### config.mk
export PLATFORM = sky130hd
export DESIGN_NAME = rvfi_commit_serializer
export DESIGN_NICKNAME = d
export VERILOG_FILES = /design/src/rtl/ariane_pkg.sv /design/src/rtl/config_pkg.sv /design/src/rtl/rvfi_commit_serializer.sv
export SDC_FILE = /design/constraint.sdc
export NUM_CORES = 1
export LEC_CHECK = 0
export ABC_CLOCK_PERIOD_IN_PS = 8390
export BUFFER_PORTS_ARGS = -buffer_cell sky130_fd_sc_hd__buf_2
export CAP_MARGIN = 25
export CORE_MARGIN = 10
export CORE_UTILIZATION = 50
export DETAILED_ROUTE_END_ITERATION = 10
export HOLD_SLACK_MARGIN = 0.08
export PLACE_DENSITY = 0.66
export SETUP_SLACK_MARGIN = 0.4
export SLEW_MARGIN = 20
export SYNTH_ARGS = -nofsm -noshare
export SYNTH_HDL_FRONTEND = slang
export SYNTH_SLANG_ARGS = --single-unit
### constraint.sdc
create_clock -name clk_i -period 8.39 [get_ports clk_i]
set_input_delay 0.4195 -clock clk_i [delete_from_list [all_inputs] [get_ports clk_i]]
set_output_delay 0.4195 -clock clk_i [all_outputs]
set_load 0.01 [all_outputs]
### src/rtl/ariane_pkg.sv
// -----------------------------------------------------------------------------
// ariane_pkg (trimmed slice)
// Shared constants for the RVFI commit serializer:
//   RVFI_SER_DEPTH_DEFAULT - default serializer buffer depth
//   RVFI_ORDER_WIDTH       - width of the retirement order counter
// -----------------------------------------------------------------------------
package ariane_pkg;

    localparam int unsigned RVFI_SER_DEPTH_DEFAULT = 8;
    localparam int unsigned RVFI_ORDER_WIDTH       = 64;

endpackage

### src/rtl/config_pkg.sv
// -----------------------------------------------------------------------------
// config_pkg (trimmed slice)
// Core configuration record. Only the field consumed by the RVFI commit
// serializer is carried here. The default configuration uses a dual-commit
// core so the serializer elaborates with its defaults.
// -----------------------------------------------------------------------------
package config_pkg;

    typedef struct packed {
        int unsigned NrCommitPorts;
    } cva6_cfg_t;

    localparam cva6_cfg_t cva6_cfg_empty = '{NrCommitPorts: 32'd2};

endpackage

### src/rtl/rvfi_commit_serializer.sv
// -----------------------------------------------------------------------------
// rvfi_commit_serializer
// Collects up to NrCommitPorts retired RVFI records per cycle into a ring
// buffer and presents them one at a time, tagged with a 64-bit retirement
// order. Records that do not fit are dropped; the order counter still
// advances for them, so drops show up as gaps in trace_order_o.
//
// Ports:
//   clk_i, rst_ni     clock, asynchronous active-low reset
//   rvfi_i            retired records, one per commit port, qualified by .valid
//   clear_i           synchronous buffer clear (tracer restart)
//   trace_o           head record (0 when empty)
//   trace_order_o     retirement order of the head record (0 when empty)
//   trace_valid_o     head record valid
//   trace_ready_i     consumer accepts the head record
//   overflow_o        sticky: at least one record dropped
//   drop_cnt_o        saturating dropped-record count
//                     (only with RVFI_SERIALIZER_DROP_CNT_EN defined)
// -----------------------------------------------------------------------------
module rvfi_commit_serializer
    import ariane_pkg::*;
#(
    parameter config_pkg::cva6_cfg_t CVA6Cfg      = config_pkg::cva6_cfg_empty,
    parameter type                   rvfi_instr_t = logic,
    parameter int unsigned           Depth        = RVFI_SER_DEPTH_DEFAULT
) (
    input  logic                                          clk_i,
    input  logic                                          rst_ni,
    input  rvfi_instr_t [CVA6Cfg.NrCommitPorts-1:0]       rvfi_i,
    input  logic                                          clear_i,
    output rvfi_instr_t                                   trace_o,
    output logic [RVFI_ORDER_WIDTH-1:0]                   trace_order_o,
    output logic                                          trace_valid_o,
    input  logic                                          trace_ready_i,
    output logic                                          overflow_o
`ifdef RVFI_SERIALIZER_DROP_CNT_EN
    ,
    output logic [31:0]                                   drop_cnt_o
`endif
);

    localparam int unsigned NrPorts = CVA6Cfg.NrCommitPorts;
    localparam int unsigned PtrW    = (Depth > 1) ? $clog2(Depth) : 1;
    localparam int unsigned CntW    = $clog2(Depth + 1);

    typedef logic [RVFI_ORDER_WIDTH-1:0] order_t;

    if (((Depth & (Depth - 1)) != 0) || (Depth < 2 * NrPorts)) begin : g_bad_depth
        $error("Depth must be a power of two and at least 2*NrCommitPorts");
    end

    // Per-port valid flag. With the degenerate default record type the
    // single bit is itself the valid flag.
    logic [NrPorts-1:0] in_valid;
    for (genvar p = 0; p < NrPorts; p++) begin : g_valid
        if ($bits(rvfi_instr_t) == 1) begin : g_bit
            assign in_valid[p] = rvfi_i[p];
        end else begin : g_field
            assign in_valid[p] = rvfi_i[p].valid;
        end
    end

    // Entry storage: not reset, qualified by occupancy.
    rvfi_instr_t mem_q       [Depth];
    order_t      order_mem_q [Depth];

    logic [PtrW-1:0] wr_ptr_q, wr_ptr_d;
    logic [PtrW-1:0] rd_ptr_q, rd_ptr_d;
    logic [CntW-1:0] count_q, count_d;
    order_t          order_q, order_d;
    logic            overflow_q, overflow_d;

    logic   [NrPorts-1:0]           wr_en;
    logic   [NrPorts-1:0][PtrW-1:0] wr_idx;
    order_t [NrPorts-1:0]           wr_order;
    logic                           pop;
    int unsigned                    n_push, n_drop, n_valid, free_slots;

    always_comb begin
        n_push     = 0;
        n_drop     = 0;
        n_valid    = 0;
        wr_en      = '0;
        wr_idx     = '0;
        wr_order   = '0;
        // Free space is taken from start-of-cycle occupancy, so a
        // concurrent pop never makes room for a push.
        free_slots = Depth - 32'(count_q);
        for (int unsigned p = 0; p < NrPorts; p++) begin
            if (in_valid[p]) begin
                wr_order[p] = order_q + order_t'(n_valid);
                // Records arriving during a clear are discarded silently:
                // they are neither stored nor counted as drops.
                if (!clear_i) begin
                    if (n_push < free_slots) begin
                        wr_en[p]  = 1'b1;
                        wr_idx[p] = wr_ptr_q + PtrW'(n_push);
                        n_push++;
                    end else begin
                        n_drop++;
                    end
                end
                n_valid++;
            end
        end

        pop     = (count_q != '0) && trace_ready_i;
        order_d = order_q + order_t'(n_valid);

        if (clear_i) begin
            wr_ptr_d   = '0;
            rd_ptr_d   = '0;
            count_d    = '0;
            overflow_d = 1'b0;
        end else begin
            wr_ptr_d   = wr_ptr_q + PtrW'(n_push);
            rd_ptr_d   = rd_ptr_q + PtrW'(pop);
            count_d    = count_q + CntW'(n_push) - CntW'(pop);
            overflow_d = overflow_q | (n_drop != 0);
        end
    end

    always_ff @(posedge clk_i or negedge rst_ni) begin
        if (!rst_ni) begin
            wr_ptr_q   <= '0;
            rd_ptr_q   <= '0;
            count_q    <= '0;
            order_q    <= '0;
            overflow_q <= 1'b0;
        end else begin
            wr_ptr_q   <= wr_ptr_d;
            rd_ptr_q   <= rd_ptr_d;
            count_q    <= count_d;
            order_q    <= order_d;
            overflow_q <= overflow_d;
        end
    end

    always_ff @(posedge clk_i) begin
        for (int unsigned p = 0; p < NrPorts; p++) begin
            if (wr_en[p]) begin
                mem_q[wr_idx[p]]       <= rvfi_i[p];
                order_mem_q[wr_idx[p]] <= wr_order[p];
            end
        end
    end

    // Outputs come only from registered state: no commit-to-trace bypass.
    // Forced to zero while empty, which also covers reset.
    assign trace_valid_o = (count_q != '0);
    assign overflow_o    = overflow_q;

    always_comb begin
        trace_o       = '0;
        trace_order_o = '0;
        if (trace_valid_o) begin
            trace_o       = mem_q[rd_ptr_q];
            trace_order_o = order_mem_q[rd_ptr_q];
        end
    end

`ifdef RVFI_SERIALIZER_DROP_CNT_EN
    logic [31:0] drop_cnt_q, drop_cnt_d;
    logic [32:0] drop_sum;

    always_comb begin
        drop_sum = {1'b0, drop_cnt_q} + 33'(n_drop);
        if (clear_i) begin
            drop_cnt_d = '0;
        end else if (drop_sum[32]) begin
            drop_cnt_d = '1;
        end else begin
            drop_cnt_d = drop_sum[31:0];
        end
    end

    always_ff @(posedge clk_i or negedge rst_ni) begin
        if (!rst_ni) begin
            drop_cnt_q <= '0;
        end else begin
            drop_cnt_q <= drop_cnt_d;
        end
    end

    assign drop_cnt_o = drop_cnt_q;
`endif

endmodule

* After elaboration in Yosys (flattened, before gate mapping)
Memories as Yosys holds them, arrays and structs flattened.
Cells that the tools add are included.
** Cells by class
- Div/mod/pow operators :: 0
- Shifts and indexed selects :: 0
- $mul :: 0
- Order comparisons :: 2
- Mux-type cells :: 38
- Reductions and logical operators :: 3
- Eq/ne operators :: 0
- Add/sub/neg operators :: 11
- Bitwise gates (word level) :: 1
** Operator list (count)
- $mux W64 :: 3
- $add A64 B32 Y64 :: 2
- $mux W32 :: 4
- $add A32 B1 Y32 const B :: 2
- $lt A1 B32 Y1 const A :: 1
- $lt A32 B32 Y1 :: 1
- $reduce_bool A32 Y1 :: 1
- $mux W3 :: 8
- $mux W1 :: 19
- $mux W4 :: 4
- $add A3 B3 Y3 :: 2
- $sub A4 B4 Y5 const A :: 1
- $add A4 B4 Y4 :: 1
- $reduce_bool A4 Y1 :: 1
- $sub A4 B1 Y4 :: 1
- $add A3 B1 Y3 :: 1
- $add A1 B1 Y2 const B :: 1
- $logic_and A1 B1 Y1 :: 1
- $or A1 B1 Y1 :: 1
** Storage, ports and cells
- Input port bits :: 6
- RAM bits :: 520
- Output and inout port bits :: 67
- ROM bits :: 0
- Latch bits :: 0
- Memories :: 2
- Register bits after elaboration :: 75
** Memories
- order_mem_q :: words 8, bits a word 64, read ports 1, clocked after memory_dff 0, write ports 2, line rvfi_commit_serializer.sv:65 : order_t order_mem_q [Depth];
- mem_q :: words 8, bits a word 1, read ports 1, clocked after memory_dff 0, write ports 2, line rvfi_commit_serializer.sv:64 : rvfi_instr_t mem_q [Depth];

* Depth between registers and ports, before layout
- Word-level depth :: 12
- Gate-level depth with buffers :: 16
- Mapped depth without buffers :: 16

* Least setup slack after synthesis
OpenSTA, ideal clock, no wires.
- Kind :: register -> register
- Start point :: register count_q[2]
- End point :: memory mem_q[0] (netlist name), enable pin
- Period minus slack after synthesis :: 6.923 ns
- Cell stages (with the launch flop) :: 9
- Slack :: 1.467 ns
- Arrival :: 6.339 ns
- Setup time :: 0.584 ns
- Cells stage by stage :: dfrtp_1 inv_1 ha_1 nor4bb_1 o211ai_1 nand2b_1 a21oi_1 nand2_1 o31ai_1
** RTL lines
- start: declaration :: line rvfi_commit_serializer.sv:69 : logic [CntW-1:0] count_q, count_d;
- start signal: assignment :: line rvfi_commit_serializer.sv:133 : count_q <= count_d;
- end: declaration :: line rvfi_commit_serializer.sv:64

==> results.yml <==
status:
  status: "finished, final reports clean"
floorplanning:
  io_pins: 73
  die_y_microns: 271
  start_util: 0.503
  coreArea_sq_um: 62700
  die-area_sq_um: 73600
  die_w_microns: 271
  rows: 92
finish:
  diodes: 0
  finalNonFillerCells: 3636
  drive_gt1_frac: 0.149
  area_delta_synth_final_pct: 9.96
  fin_nets: 2768
  finish.utilization: 0.553
  num-fill-cells: 5199
synthesis:
  synthCells: 2822
  synth_fp_nets: 2852
  async_flop_share: 0.126
  yosysMostFrequentCell: "nand2_1"
  ys_types: 63
  synth_top_cell_by_area: "edfxtp_1"
  ys_ff_latch: 595
  synth_common_cells: "580 x nand2_1, 520 x edfxtp_1, 481 x o21ai_0"
  synth_area_leaders: "edfxtp_1 49%, mux4_2 9.3%, o21ai_0 7.6%, nand2_1 6.9%, dfrtp_1 5.9%"
  ys_seq_area_frac: 0.554
  synth_top_area_frac: 0.495
  synth_warnings: 0
  dominantRegCellSynth: "edfxtp_1"
  synth.cell_area_sq_um: 31600
  synth-edff-count: 520
  avgSynthCellArea_sq_um: 11.2
route:
  ant_nets: 0
  wl_met3_mm: 7.06
  wl_met2_mm: 43.0
  drc: 0
  viasPerCell: 6.16
  wl_met1_mm: 36.0
  drt-pass1-iter-count: 6
  dr_total_vias: 22400
  wl_mm: 88.0
  first_iter_violations: 2550
  wl_per_cell_microns: 24.2
  top_layer_used: "met5"
placement:
  dp_hpwl_mm: 52.7
  dp_slack_ns: 3.18
  dp.cells: 3511
  gp_congestion: 0.927
  portBuffers: 72
power:
  switching_power_w: 0.00290
  clockPowerShare: 0.315
  comb_power_share: 0.274
  p_int_w: 0.00629
  cellPowerDensity_nw_per_um2: 265
  seqPwrFrac: 0.411
  max-vdd-ir-drop_mv: 0.226
  leakagePower_nw: 11.6
  switching_share: 0.316
flow_run:
  maxCapViolCount: 0
critical_path:
  arrival_ns: 5.53
  cp.required_ns: 8.70
  path_max_fanout: 62
  worstSetupPathType: "register to register"
  start_kind: "register"
  worstSetupEndpointType: "register"
grt:
  grt_first_pass_wirelength_mm: 135
  antenna_found_initial: 2
  grt_max_degree: 107
  grt_pass1_vias: 22000
  grtUsageTotal: 0.237
  overflow: 0
clocking:
  root_buffer: "clkbuf_16"
  clk_pin_slew_ns: 0.05
  postCtsResizedCells: 0
  cts_buffers: 66
  cts_sinks: 595
  clock_path_buffers: 3
  clock_latency_ns: 0.62
  htreeDepth: 3
  cts_tree: "built"
sta:
  finalCriticalPeriod_ns: 5.22
  worst_slew_pin_slew_ns: 1.24
  finalHoldViolCount: 0
  max_slew_margin: 0.168
  rsz0062_at_grt: "no"
  fmax_mhz: 192
  slew_violations: 0
  worst_slack_ns: 3.17
  finalSetupViolCount: 0
  fin_tns_setup_ns: 0
  fin_crit_sh: 0.622
  fin_worst_skew_ns: 0.0313
min_path:
  timing.hold.worst.class: "input port to register"
per-layer routing:
metal / vias to the layer above / global-route usage
met1: 11100 / 0.317
met2: 998 / 0.389
met4: 2 / 0.0741
met5: - / 0
met3: 148 / 0.0411
li1: 10100 / -
registers in the layout, indices dropped and copies added (netlist names):
| name | cells |
|---|---|
| order_q | 64 |
| order_mem_q | 512 |
| count_q | 4 |
| overflow_o | 1 |
| mem_q | 8 |
| wr_ptr_q | 3 |
| rd_ptr_q | 3 |
logic make-up (layout without fill, tap and decap cells):
logic type / count (synthesis) / count (layout) / share of synthesized area
multiplexers: 223 / 223 / 0.123
flip-flops: 595 / 595 / 0.554
AND/OR/NAND/NOR: 1018 / 1018 / 0.149
buffers and inverters: 293 / 261 / 0.0377
AO/OA/AOI/OAI: 566 / 566 / 0.0970
XOR/XNOR: 103 / 103 / 0.0286
adder cells (fa/ha/maj): 24 / 24 / 0.0102
layout make-up:
type	instances	area [sq um]	area share
inverter	24	90.1	0.00260
multi-input combinational	1934	13000	0.376
timing repair buffer	117	880	0.0253
clock inverter	35	359	0.0103
tap	846	1060	0.0305
clock buffer	85	1760	0.0508
sequential	595	17500	0.504
critical path, stage by stage (launching register included):
cell	delay, ns
dfrtp_1	0.34
inv_1	0.08
ha_1	0.19
nor4bb_1	0.12
o211ai_1	0.30
nand2b_1	0.14
a21oi_1	0.37
ha_1	0.36
and4b_1	0.19
a41o_1	0.20
a21oi_1	0.73
or2_2	0.24
buf_4	0.62
o21ai_4	0.30
buf_4	0.37
buf_16	0.26
worst paths after layout:
kind / from / endpoint / slack, ns / depth (start not counted)
worst max-delay path: count_q[2]$_DFF_PN0_ / order_mem_q[3][26]$_DFFE_PP_ / 3.17 / 15
worst min-delay path: clear_i / wr_ptr_q[2]$_DFF_PN0_ / 0.18 / 2
worst max register to register: count_q[2]$_DFF_PN0_ / order_mem_q[3][26]$_DFFE_PP_ / 3.17 / 15
worst min register to register: order_q[0]$_DFF_PN0_ / order_q[0]$_DFF_PN0_ / 0.54 / 1
max in group asynchronous: rst_ni / order_q[30]$_DFF_PN0_ / 7.51 / 3
min in group asynchronous: rst_ni / order_q[11]$_DFF_PN0_ / 0.26 / 2
repair_timing:
item                                   4_1_cts  5_1_grt
hold buffers                                 1        0
endpoints found under the hold margin       27        0
setup buffers                                0        0
stage by stage:
step           total power, W  area [sq um]  hold slack, ns
5_1_grt               0.00959         34700           0.186
3_5_place_dp          0.00636         32500           0.360
4_1_cts               0.00923         34600           0.160
3_3_place_gp          0.00630         32300           0.502
6_report              0.00919         34700           0.181
2_1_floorplan         0.00549         31600           0.124
cells in the final DEF (no fill, tap or decap), types with 47 or more instances in the layout:
master,synthesis,routed
buf_2,48,71
xor2_1,50,50
nand2_1,580,580
clkbuf_16,0,67
xnor2_1,53,53
mux4_2,130,130
mux2i_1,73,73
nor2_1,124,118
edfxtp_1,520,520
dfrtp_1,75,72
nand3_1,49,47
o21ai_0,481,475
power by group through the flow:
stage	Combinational (W)	Sequential (W)	Clock (W)
detailed placement	0.00251	0.00384	0
global placement	0.00246	0.00384	0
global route	0.00274	0.00381	0.00304
CTS	0.00252	0.00378	0.00293
floorplan	0.00173	0.00377	0
finish	0.00252	0.00378	0.00290
Power figures use the tool's default switching activity.
